File: config.mk
export PLATFORM = sky130hd
export DESIGN_NAME = paddle_ctrl_flat
export DESIGN_NICKNAME = d
export VERILOG_FILES = /design/src/rtl/paddle_pkg.sv /design/src/rtl/paddle_ctrl_if.sv /design/src/rtl/key_repeat.sv /design/src/rtl/paddle_ctrl.sv /design/src/flat_wrapper.sv
export SDC_FILE = /design/constraint.sdc
export NUM_CORES = 1
export LEC_CHECK = 0
export CAP_MARGIN = 20
export CORE_MARGIN = 2
export CORE_UTILIZATION = 57
export CTS_BUF_LIST = sky130_fd_sc_hd__clkbuf_4
export DETAILED_ROUTE_END_ITERATION = 12
export GPL_TIMING_DRIVEN = 0
export PLACE_DENSITY_LB_ADDON = 0.3
export SKIP_LAST_GASP = 1
export SLEW_MARGIN = 20
export SYNTH_ARGS = -nofsm -noshare
export SYNTH_HDL_FRONTEND = slang
export SYNTH_SLANG_ARGS = --single-unit
File: constraint.sdc
create_clock -name clk -period 3.1 [get_ports clk]
set_input_delay 0.62 -clock clk [delete_from_list [all_inputs] [get_ports clk]]
set_output_delay 0.62 -clock clk [all_outputs]
set_load 0.03 [all_outputs]
File: src/rtl/paddle_pkg.sv
// Shared types and constants for the breakout paddle controller.
// Holds the FSM state and key-direction enums, screen geometry and small
// elaboration-time helpers used by paddle_ctrl and key_repeat.
package paddle_pkg;

    typedef enum logic [1:0] {
        IDLE,
        DELAY,
        REPEAT
    } paddle_state_t;

    typedef enum logic [1:0] {
        DIR_NONE,
        DIR_LEFT,
        DIR_RIGHT
    } paddle_dir_t;

    localparam int SCREEN_W = 640;
    localparam int SCREEN_H = 480;

    // Pixel coordinate widths and the width used for overflow-free step maths.
    localparam int X_W    = 10;
    localparam int Y_W    = 9;
    localparam int CALC_W = 11;

    function automatic int max_int(input int a, input int b);
        return (a > b) ? a : b;
    endfunction

    function automatic int min_int(input int a, input int b);
        return (a < b) ? a : b;
    endfunction

    // Both keys (or neither) cancel out to no movement.
    function automatic paddle_dir_t key_dir(input logic l, input logic r);
        if (l && !r) begin
            return DIR_LEFT;
        end else if (r && !l) begin
            return DIR_RIGHT;
        end
        return DIR_NONE;
    endfunction

endpackage

File: src/rtl/paddle_ctrl_if.sv
// Key/pixel bus between the video/keyboard side and the paddle controller.
// master: drives keys and the scan position; slave: returns paddle flag and edges.
interface paddle_ctrl_if;
    import paddle_pkg::*;

    logic           L;
    logic           R;
    logic [X_W-1:0] x;
    logic [Y_W-1:0] y;
    logic           paddle;
    logic [X_W-1:0] x1;
    logic [X_W-1:0] x2;

    modport master (
        output L,
        output R,
        output x,
        output y,
        input  paddle,
        input  x1,
        input  x2
    );

    modport slave (
        input  L,
        input  R,
        input  x,
        input  y,
        output paddle,
        output x1,
        output x2
    );

endinterface

File: src/rtl/key_repeat.sv
// Press/hold-to-repeat engine: turns a key direction level into step pulses.
// A first press steps at once, a held key repeats after REPEAT_DLY cycles and
// then every REPEAT_RATE cycles. step_pulse is decided combinationally from
// the current state so the position register can take it on the same edge.
// Optional feature macro: PADDLE_ACCEL_EN (step doubles after ACCEL_CNT repeats).
module key_repeat
    import paddle_pkg::*;
#(
    parameter int REPEAT_DLY  = 12_500_000,
    parameter int REPEAT_RATE = 2_500_000
`ifdef PADDLE_ACCEL_EN
    ,
    parameter int ACCEL_CNT   = 4
`endif
) (
    input  logic        clk,
    input  logic        reset_n,
    input  paddle_dir_t dir,
    output logic        step_pulse,
    output paddle_dir_t step_dir,
    output logic        step_dbl
);

    localparam int CNT_W = max_int(1, $clog2(max_int(REPEAT_DLY, REPEAT_RATE)));
    localparam logic [CNT_W-1:0] DLY_LAST  = CNT_W'(REPEAT_DLY - 1);
    localparam logic [CNT_W-1:0] RATE_LAST = CNT_W'(REPEAT_RATE - 1);

    paddle_state_t    state_reg, state_next;
    logic [CNT_W-1:0] cnt_reg, cnt_next;
    paddle_dir_t      dir_q_reg;
    // Cleared by a key held through reset; set once the keys are seen released,
    // so a held key is not mistaken for a fresh press.
    logic             armed_reg;

    // Every step goes the way the keys currently point.
    assign step_dir = dir;

    // State, timer, direction history and press-arming registers.
    always_ff @(posedge clk) begin
        if (!reset_n) begin
            state_reg <= IDLE;
            cnt_reg   <= '0;
            dir_q_reg <= DIR_NONE;
            armed_reg <= (dir == DIR_NONE);
        end else begin
            state_reg <= state_next;
            cnt_reg   <= cnt_next;
            dir_q_reg <= dir;
            armed_reg <= armed_reg | (dir == DIR_NONE);
        end
    end

    // Next state, hold timer and step decision.
    always_comb begin
        state_next = state_reg;
        cnt_next   = cnt_reg;
        step_pulse = 1'b0;
        case (state_reg)
            IDLE: begin
                if (dir != DIR_NONE && armed_reg) begin
                    step_pulse = 1'b1;
                    cnt_next   = '0;
                    state_next = DELAY;
                end
            end
            DELAY: begin
                if (dir == DIR_NONE) begin
                    state_next = IDLE;
                    cnt_next   = '0;
                end else if (dir != dir_q_reg) begin
                    step_pulse = 1'b1;
                    cnt_next   = '0;
                end else if (cnt_reg == DLY_LAST) begin
                    step_pulse = 1'b1;
                    cnt_next   = '0;
                    state_next = REPEAT;
                end else begin
                    cnt_next = cnt_reg + 1'b1;
                end
            end
            REPEAT: begin
                if (dir == DIR_NONE) begin
                    state_next = IDLE;
                    cnt_next   = '0;
                end else if (dir != dir_q_reg) begin
                    step_pulse = 1'b1;
                    cnt_next   = '0;
                    state_next = DELAY;
                end else if (cnt_reg == RATE_LAST) begin
                    step_pulse = 1'b1;
                    cnt_next   = '0;
                end else begin
                    cnt_next = cnt_reg + 1'b1;
                end
            end
            default: begin
                state_next = IDLE;
                cnt_next   = '0;
            end
        endcase
    end

`ifdef PADDLE_ACCEL_EN
    localparam int RCNT_W = max_int(1, $clog2(ACCEL_CNT + 1));
    localparam logic [RCNT_W-1:0] RCNT_TOP = RCNT_W'(ACCEL_CNT);

    logic [RCNT_W-1:0] rcnt_reg, rcnt_next;
    logic              rpt_step;

    // A repeat step is any step that lands (or stays) in REPEAT; the step taken
    // on a direction change goes back to DELAY and is never doubled.
    assign rpt_step = step_pulse && (state_next == REPEAT);
    assign step_dbl = rpt_step && (rcnt_reg == RCNT_TOP);

    // Saturating count of repeat steps; cleared whenever the hold is broken.
    always_comb begin
        rcnt_next = rcnt_reg;
        if (state_next != REPEAT) begin
            rcnt_next = '0;
        end else if (rpt_step && rcnt_reg != RCNT_TOP) begin
            rcnt_next = rcnt_reg + 1'b1;
        end
    end

    // Repeat-count register.
    always_ff @(posedge clk) begin
        if (!reset_n) begin
            rcnt_reg <= '0;
        end else begin
            rcnt_reg <= rcnt_next;
        end
    end
`else
    assign step_dbl = 1'b0;
`endif

endmodule

File: src/rtl/paddle_ctrl.sv
// Breakout paddle position controller.
// Keeps the paddle span [x1,x2) inside [X_LEFT,X_RIGHT), moves it on step
// pulses from key_repeat and flags pixels that fall on the paddle.
// Optional feature macro: PADDLE_ACCEL_EN (double step after ACCEL_CNT repeats).
module paddle_ctrl
    import paddle_pkg::*;
#(
    parameter int PADDLE_W    = 80,
    parameter int STEP        = 30,
    parameter int X_LEFT      = 30,
    parameter int X_RIGHT     = 610,
    parameter int INIT_X1     = 280,
    parameter int Y_TOP       = 451,
    parameter int Y_BOT       = 460,
    parameter int REPEAT_DLY  = 12_500_000,
    parameter int REPEAT_RATE = 2_500_000,
    parameter int ACCEL_CNT   = 4
) (
    input logic          clk,
    input logic          reset_n,
    paddle_ctrl_if.slave bus
);

    // Legal x1 range; the right limit can never exceed the visible screen.
    localparam int X1_LO = X_LEFT;
    localparam int X1_HI = min_int(X_RIGHT, SCREEN_W) - PADDLE_W;
    localparam int Y_END = min_int(Y_BOT, SCREEN_H);

    localparam logic [X_W-1:0]    STEP_1X  = X_W'(STEP);
    localparam logic [X_W-1:0]    STEP_2X  = X_W'(2 * STEP);
    localparam logic [CALC_W-1:0] X1_LO_W  = CALC_W'(X1_LO);
    localparam logic [CALC_W-1:0] X1_HI_W  = CALC_W'(X1_HI);

    paddle_dir_t        key_dir_w;
    logic               step_pulse;
    paddle_dir_t        step_dir;
    logic               step_dbl;
    logic [X_W-1:0]     step_x;
    logic [CALC_W-1:0]  sum_wide;
    logic [CALC_W-1:0]  left_lim;
    logic [X_W-1:0]     x1_reg, x1_next, x2_reg;

    assign key_dir_w = key_dir(bus.L, bus.R);

    key_repeat #(
        .REPEAT_DLY  (REPEAT_DLY),
        .REPEAT_RATE (REPEAT_RATE)
`ifdef PADDLE_ACCEL_EN
        ,
        .ACCEL_CNT   (ACCEL_CNT)
`endif
    ) u_key_repeat (
        .clk        (clk),
        .reset_n    (reset_n),
        .dir        (key_dir_w),
        .step_pulse (step_pulse),
        .step_dir   (step_dir),
        .step_dbl   (step_dbl)
    );

    // Clamped next position; bounds are checked in 11 bits so nothing wraps.
    always_comb begin
        step_x   = step_dbl ? STEP_2X : STEP_1X;
        sum_wide = {1'b0, x1_reg} + {1'b0, step_x};
        left_lim = X1_LO_W + {1'b0, step_x};
        x1_next  = x1_reg;
        if (step_pulse) begin
            if (step_dir == DIR_LEFT) begin
                if ({1'b0, x1_reg} < left_lim) begin
                    x1_next = X_W'(X1_LO);
                end else begin
                    x1_next = x1_reg - step_x;
                end
            end else if (step_dir == DIR_RIGHT) begin
                if (sum_wide > X1_HI_W) begin
                    x1_next = X_W'(X1_HI);
                end else begin
                    x1_next = x1_reg + step_x;
                end
            end
        end
    end

    // Paddle edge registers; x2 is kept as a register so collision logic sees a clean value.
    always_ff @(posedge clk) begin
        if (!reset_n) begin
            x1_reg <= X_W'(INIT_X1);
            x2_reg <= X_W'(INIT_X1 + PADDLE_W);
        end else begin
            x1_reg <= x1_next;
            x2_reg <= x1_next + X_W'(PADDLE_W);
        end
    end

    assign bus.x1     = x1_reg;
    assign bus.x2     = x2_reg;
    assign bus.paddle = (bus.x >= x1_reg) && (bus.x < x2_reg) &&
                        (bus.y >= Y_W'(Y_TOP)) && (bus.y < Y_W'(Y_END));

endmodule

File: src/flat_wrapper.sv
// flat-port wrapper written by rule: the top's interface ports become plain ports
module paddle_ctrl_flat import paddle_pkg::*;
#(
    parameter int PADDLE_W    = 80,
    parameter int STEP        = 30,
    parameter int X_LEFT      = 30,
    parameter int X_RIGHT     = 610,
    parameter int INIT_X1     = 280,
    parameter int Y_TOP       = 451,
    parameter int Y_BOT       = 460,
    parameter int REPEAT_DLY  = 12_500_000,
    parameter int REPEAT_RATE = 2_500_000,
    parameter int ACCEL_CNT   = 4
)
  (clk, reset_n, bus_L, bus_R, bus_x, bus_y, bus_paddle, bus_x1, bus_x2);
  paddle_ctrl_if bus_i ();
  input logic clk;
  input logic reset_n;
  input wire logic [$bits(bus_i.L)-1:0] bus_L;
  input wire logic [$bits(bus_i.R)-1:0] bus_R;
  input wire logic [$bits(bus_i.x)-1:0] bus_x;
  input wire logic [$bits(bus_i.y)-1:0] bus_y;
  output wire logic [$bits(bus_i.paddle)-1:0] bus_paddle;
  output wire logic [$bits(bus_i.x1)-1:0] bus_x1;
  output wire logic [$bits(bus_i.x2)-1:0] bus_x2;
  assign bus_i.L = bus_L;
  assign bus_i.R = bus_R;
  assign bus_i.x = bus_x;
  assign bus_i.y = bus_y;
  assign bus_paddle = bus_i.paddle;
  assign bus_x1 = bus_i.x1;
  assign bus_x2 = bus_i.x2;
  paddle_ctrl #(.PADDLE_W(PADDLE_W), .STEP(STEP), .X_LEFT(X_LEFT), .X_RIGHT(X_RIGHT), .INIT_X1(INIT_X1), .Y_TOP(Y_TOP), .Y_BOT(Y_BOT), .REPEAT_DLY(REPEAT_DLY), .REPEAT_RATE(REPEAT_RATE), .ACCEL_CNT(ACCEL_CNT)) u_core (.clk(clk), .reset_n(reset_n), .bus(bus_i));
endmodule
==> After elaboration in Yosys (flattened, before gate mapping) <==
Cells that the tools add are included.
{ "word_totals": {"reg_bits": 49, "latchBits": 0, "ram_bits": 0, "mem_bits_ro": 0, "in_bits": 23, "out_inout_bits": 21, "elab_cells": 75, "memories": 0} }
{ "op_classes": {"addsub": 5, "n_mul": 0, "div_mod_pow": 0, "n_lt_le_gt_ge": 6, "n_eq_ne": 11, "n_shift": 0, "mux": 34, "bitwise": 1, "n_reduce_logical": 12} }
{ "op_table": {"columns": ["op", "n"], "rows": [
  ["$mux W24", 7],
  ["$pmux W24 S3", 1],
  ["$mux W10", 5],
  ["$add A24 B1 Y24 const B", 1],
  ["$eq A24 B22 Y1 const B", 1],
  ["$eq A24 B24 Y1 const B", 1],
  ["$mux W2", 9],
  ["$add A10 B5 Y11 const B", 1],
  ["$gt A11 B10 Y1 const B", 1],
  ["$add A10 B5 Y10 const B", 1],
  ["$add A10 B7 Y10 const B", 1],
  ["$ge A10 B10 Y1", 1],
  ["$lt A10 B10 Y1", 1],
  ["$lt A10 B6 Y1 const B", 1],
  ["$mux W1", 10],
  ["$sub A10 B5 Y10 const B", 1],
  ["$ge A9 B9 Y1 const B", 1],
  ["$lt A9 B9 Y1 const B", 1],
  ["$ne A3 B3 Y1 const B", 3],
  ["$logic_and A1 B1 Y1", 6],
  ["$pmux W2 S3", 1],
  ["$eq A2 B1 Y1 const B", 2],
  ["$eq A2 B2 Y1 const B", 2],
  ["$logic_not A2 Y1", 2],
  ["other kinds (7)", 8]
]} }

==> Logic depth before layout (Yosys ltp) <==
{ "logic_depth": {"ltp_word": 11, "ltp_mapped": 14, "ltp_nobuf": 13} }

==> By module <==
From an unflattened synthesis, not the netlist that was laid out.
{ "unflattened": {"hier_cells": 435, "area_unflattened_um2": 3457.1} }
{ "by_module_without_submodules": {"columns": ["mod", "instances", "cells_each", "area_per_inst_um2", "seq_area_each_um2"], "rows": [
  ["paddle_ctrl", 1, 243, 1839.3, 300.3],
  ["key_repeat", 1, 192, 1617.8, 580.6]
]} }

==> Least setup slack after synthesis <==
Ideal clock, no wire load.
{ "synth_path": {"kind": "reg2out", "startpoint": "register u_core.x2_reg[1], in the netlist u_core.bus.x2[1]", "endpoint": "output bus_paddle", "t_arrival_ns": 2.646, "required_ns": 2.480, "path_slack_ns": -0.166, "stages_incl_launch_ff": 12, "n_path_buf": 1, "path_cell_list": "dfxtp_1 > clkbuf_1 > inv_1 > ha_1 > o21a_1 > o21ai_0 > nand2b_1 > a21o_1 > a21o_1 > a21oi_1 > o21ai_0 > a21oi_1"} }
{ "synth_via": {"elab_chain_len": 4} }
{ "synth_lines": {"columns": ["element", "line", "text"], "rows": [
  ["from (decl)", "paddle_ctrl.sv:41", "logic [X_W-1:0] x1_reg, x1_next, x2_reg;"],
  ["from (signal assigned)", "paddle_ctrl.sv:88", "x2_reg <= X_W'(INIT_X1 + PADDLE_W);"],
  ["from (signal assigned)", "paddle_ctrl.sv:91", "x2_reg <= x1_next + X_W'(PADDLE_W);"],
  ["$lt A10 B10 Y1", "paddle_ctrl.sv:97", "assign bus.paddle = (bus.x >= x1_reg) && (bus.x < x2_reg) &&"],
  ["$logic_and A1 B1 Y1 (2 in series)", "paddle_ctrl.sv:97", null],
  ["$logic_and A1 B1 Y1", "paddle_ctrl.sv:98", "(bus.y >= Y_W'(Y_TOP)) && (bus.y < Y_W'(Y_END));"],
  ["to (decl)", "flat_wrapper.sv:23", "output wire logic [$bits(bus_i.paddle)-1:0] bus_paddle;"]
]} }
No other way between the ends.

==> Worst setup path in the final report <==
{ "layout_path": {"startpoint": "input bus_x[1]", "endpoint": "output bus_paddle"} }
{ "layout_via": {"elab_chain_len": 4, "elab_cells_between_ends": 5, "classes_between": "2 x order compare; 3 x reduce/logical"} }
{ "layout_lines": {"columns": ["element", "line", "text"], "rows": [
  ["from (decl)", "flat_wrapper.sv:21", "input wire logic [$bits(bus_i.x)-1:0] bus_x;"],
  ["$ge A10 B10 Y1 / $lt A10 B10 Y1 (equally long branches)", "paddle_ctrl.sv:97", null],
  ["$logic_and A1 B1 Y1 * (2 in series)", "paddle_ctrl.sv:97", null],
  ["$logic_and A1 B1 Y1 *", "paddle_ctrl.sv:98", null]
]} }
Mark *: on every way between the ends. The rest lies on a longest branch, timed or not.

==> flow_metrics.tcl <==
set metrics [dict create \
    yosys.area.top_type "dfxtp_1" \
    cts_max_path_buffers 2 \
    cts.hold.buffers_added 0 \
    die_w_um 79.6 \
    wire_per_inst_um 15.3 \
    cpPeakStageDelay_ns 0.28 \
    hp-class "reg -> reg" \
    drive_gt1_share_pct 13.2 \
    r2r-start "u_core.bus.x2[2]" \
    clk_latency_ns 0.36 \
    viasPerCell 5.84 \
    die-area_mm2 0.00634 \
    setup_viol 0 \
    synth_commonest_cells "45 x nor2_1, 44 x dfxtp_1, 36 x nand2_1" \
    grt_busiest_layer "met2" \
    clock-sinks 44 \
    status "complete, no violations" \
    ioPinCount 44 \
    critPathSlowestCell "ha_1" \
    slew_headroom_pct 63.3 \
    fin_crit_ns 2.98 \
    hold_path.startpoint "u_core.u_key_repeat.armed_reg" \
    cp.arrival_ns 2.36 \
    cp_top_family "compound AO/OA/AOI/OAI gates" \
    ys_ff_latch 44 \
    die_h_um 79.6 \
    crit_top_cell "a21oi_2" \
    grt_use_total_pct 26.9 \
    antenna_cells 0 \
    startpoint_type "input port" \
    synth.avg_cell_area_um2 7.93 \
    hold_viol_final 0 \
    critPathRequiredTime_ns 2.48 \
    fmax_ghz 0.336 \
    grt_pass1_vias 2944 \
    fin_worst_skew_ns 0.0118 \
    crit_buf_inv 2 \
    crit_fanout 2 \
    setup.worst_path.start "bus_x[1]" \
    maxCapViolCount 0 \
    hpwlAfterDp_um 6140 \
    initial_utilization_pct 59.2 \
    critPathKind "in -> out" \
    placed_area_mm2 0.00376 \
    powerDensity_mw_per_mm2 450 \
    syn_area_mm2 0.00326 \
    h-tree-depth 2 \
    ys_seq_area_share_pct 27.0 \
    clk_pin_slew_ns 0.12 \
    finalMaxSlewViolations 0 \
    place_congestion 0.975 \
    antenna_found_initial 0 \
    ctsRootBufferMaster "clkbuf_4" \
    syn_inst 411 \
    pre_cts_ws_ns -0.717 \
    synth_edf_count 0 \
    core-area_mm2 0.00551 \
    routed_wirelength_um 8250 \
    largest_reg_flops 24 \
    final_area_mm2 0.00400 \
    fin_crit_sh_pct 96.1 \
    gr-total-overflow 0 \
    ys_async_sr_fraction_pct 0 \
    drt_iter0_drc 213 \
    cts_buffers 5 \
    gr-usage-met1_pct 32.6 \
    antenna_left 0 \
    grt_pass1_wl_um 13600 \
    synthToLayoutAreaGrowth_pct 22.7 \
    ir_worst_vdd_v 0.000380 \
    synthFlopType "dfxtp_1" \
    postLayoutSetupSlackWorst_ns 0.120 \
    synth_area_leaders "dfxtp_1 27%, ha_1 10%, nor2_1 5.2%" \
    cp_cell_sequence "dlygate4sd2_1 > ha_1 > o21a_1 > o21ai_2 > nand2b_1 > a21o_1 > a21oi_2 > nor2b_1 > o211ai_1 > a21oi_2 > buf_6" \
    yosys_warnings 0 \
    fin_tns_setup_ns 0 \
    use_met2_pct 46.9 \
    grt_max_degree 14 \
    fp-row-count 27 \
    fin_util_pct 72.6 \
    yosysMostFrequentCell "nor2_1" \
    netlist.area_leader.share_pct 27.0 \
    drc 0 \
    tritoncts "built" \
    critPathCaptureType "primary output" \
    grt_use_met3_pct 4.07 \
    port_buffers 40 \
    num_vias 3157 \
    detail_route.first_pass.iterations 5 \
    rsz0062_at_grt "true" \
    leakagePower_nw 1.56 \
    finalNetCount 517 \
    synth_cell_types 62 \
    tightest_slew_ns 0.549 \
]
## worst reg2reg max path, stage by stage (launching register included)
cell and delay (ns):
dfxtp_2 0.36, buf_8 0.12, buf_12 0.13, o41a_1 0.47, o41ai_1 0.39, o22ai_1 0.23
o211ai_1 0.23, a31o_2 0.22, ha_2 0.21, inv_1 0.04, a22oi_1 0.19, xor2_1 0.17
nand2_1 0.07
## cell usage in the layout, fill, tap and decap left out, types with 5 or more instances in the layout
cell type        count
clkbuf_1             8
ha_1                22
nor2_1              43
xnor2_1             13
buf_4               16
nor3_1               5
and3_1               5
a22oi_1              5
a21oi_1              9
clkdlybuf4s50_1     37
dfxtp_1             40
and2_1               9
xor2_1              14
a21o_1               6
nor2b_1              5
clkbuf_4             6
nand2_1             36
inv_1               25
nand2b_1             9
nand4_1             12
a31oi_1              5
nand3_1             19
o21ai_0             15
and4_1               6
## power by group
part           internal (W)  switching, W  total [W]
sequential         0.000613     0.0000370   0.000650
combinational      0.000381      0.000484   0.000865
clock             0.0000953      0.000186   0.000282
total               0.00109      0.000708    0.00180
## metal layers
metal / vias to the layer above / part of all wire, %
met2: 98 / 50
met3: 20 / 4.8
met5: - / 0
met1: 1468 / 42
met4: 0 / 2.3
li1: 1571 / -
## layout make-up
cell class | count | area [um2]
clock inverters | 2 | 11.3
inverters | 27 | 101
repair buffers | 50 | 490
multi-input cells | 320 | 2240
well taps | 72 | 90.1
plain buffers | 20 | 124
fillers | 452 | 1510
flip-flops and latches | 44 | 891
clock buffers | 6 | 45.0
## final timing paths
path | to | slack (ns) | depth (start not counted)
max | bus_paddle | 0.12 | 11
min | u_core.u_key_repeat.armed_reg | 0.50 | 1
max reg2reg | u_core.bus.x2[8] | 0.18 | 12
min reg2reg | u_core.u_key_repeat.armed_reg | 0.50 | 1
## what timing repair did
item | in CTS | in global routing
gates resized for setup | 18 | 25
setup buffers | 4 | 6
endpoints found under the setup margin | 4 | 6
pin swaps | 11 | 12
## through the flow
stage,power [W],cells,hold WS (ns)
6_report,0.00180,541,0.500
5_1_grt,0.00192,541,0.527
4_1_cts,0.00175,536,0.502
3_5_place_dp,0.00144,524,0.468
3_3_place_gp,0.00143,524,0.466
2_1_floorplan,0.00121,412,0.441
## cell families after synthesis
kind of cell,Yosys count,share of synthesized area (%)
other,1,0.115
adders and majority gates,26,9.98
xor gates and xnor gates,29,7.80
DFF,44,27.0
muxes,4,1.42
and+or+nand+nor,173,27.6
AOI/OAI and AO/OA,86,19.5
buffers and inverters,48,6.57
Note: power is estimated with default switching activity, not from simulation.
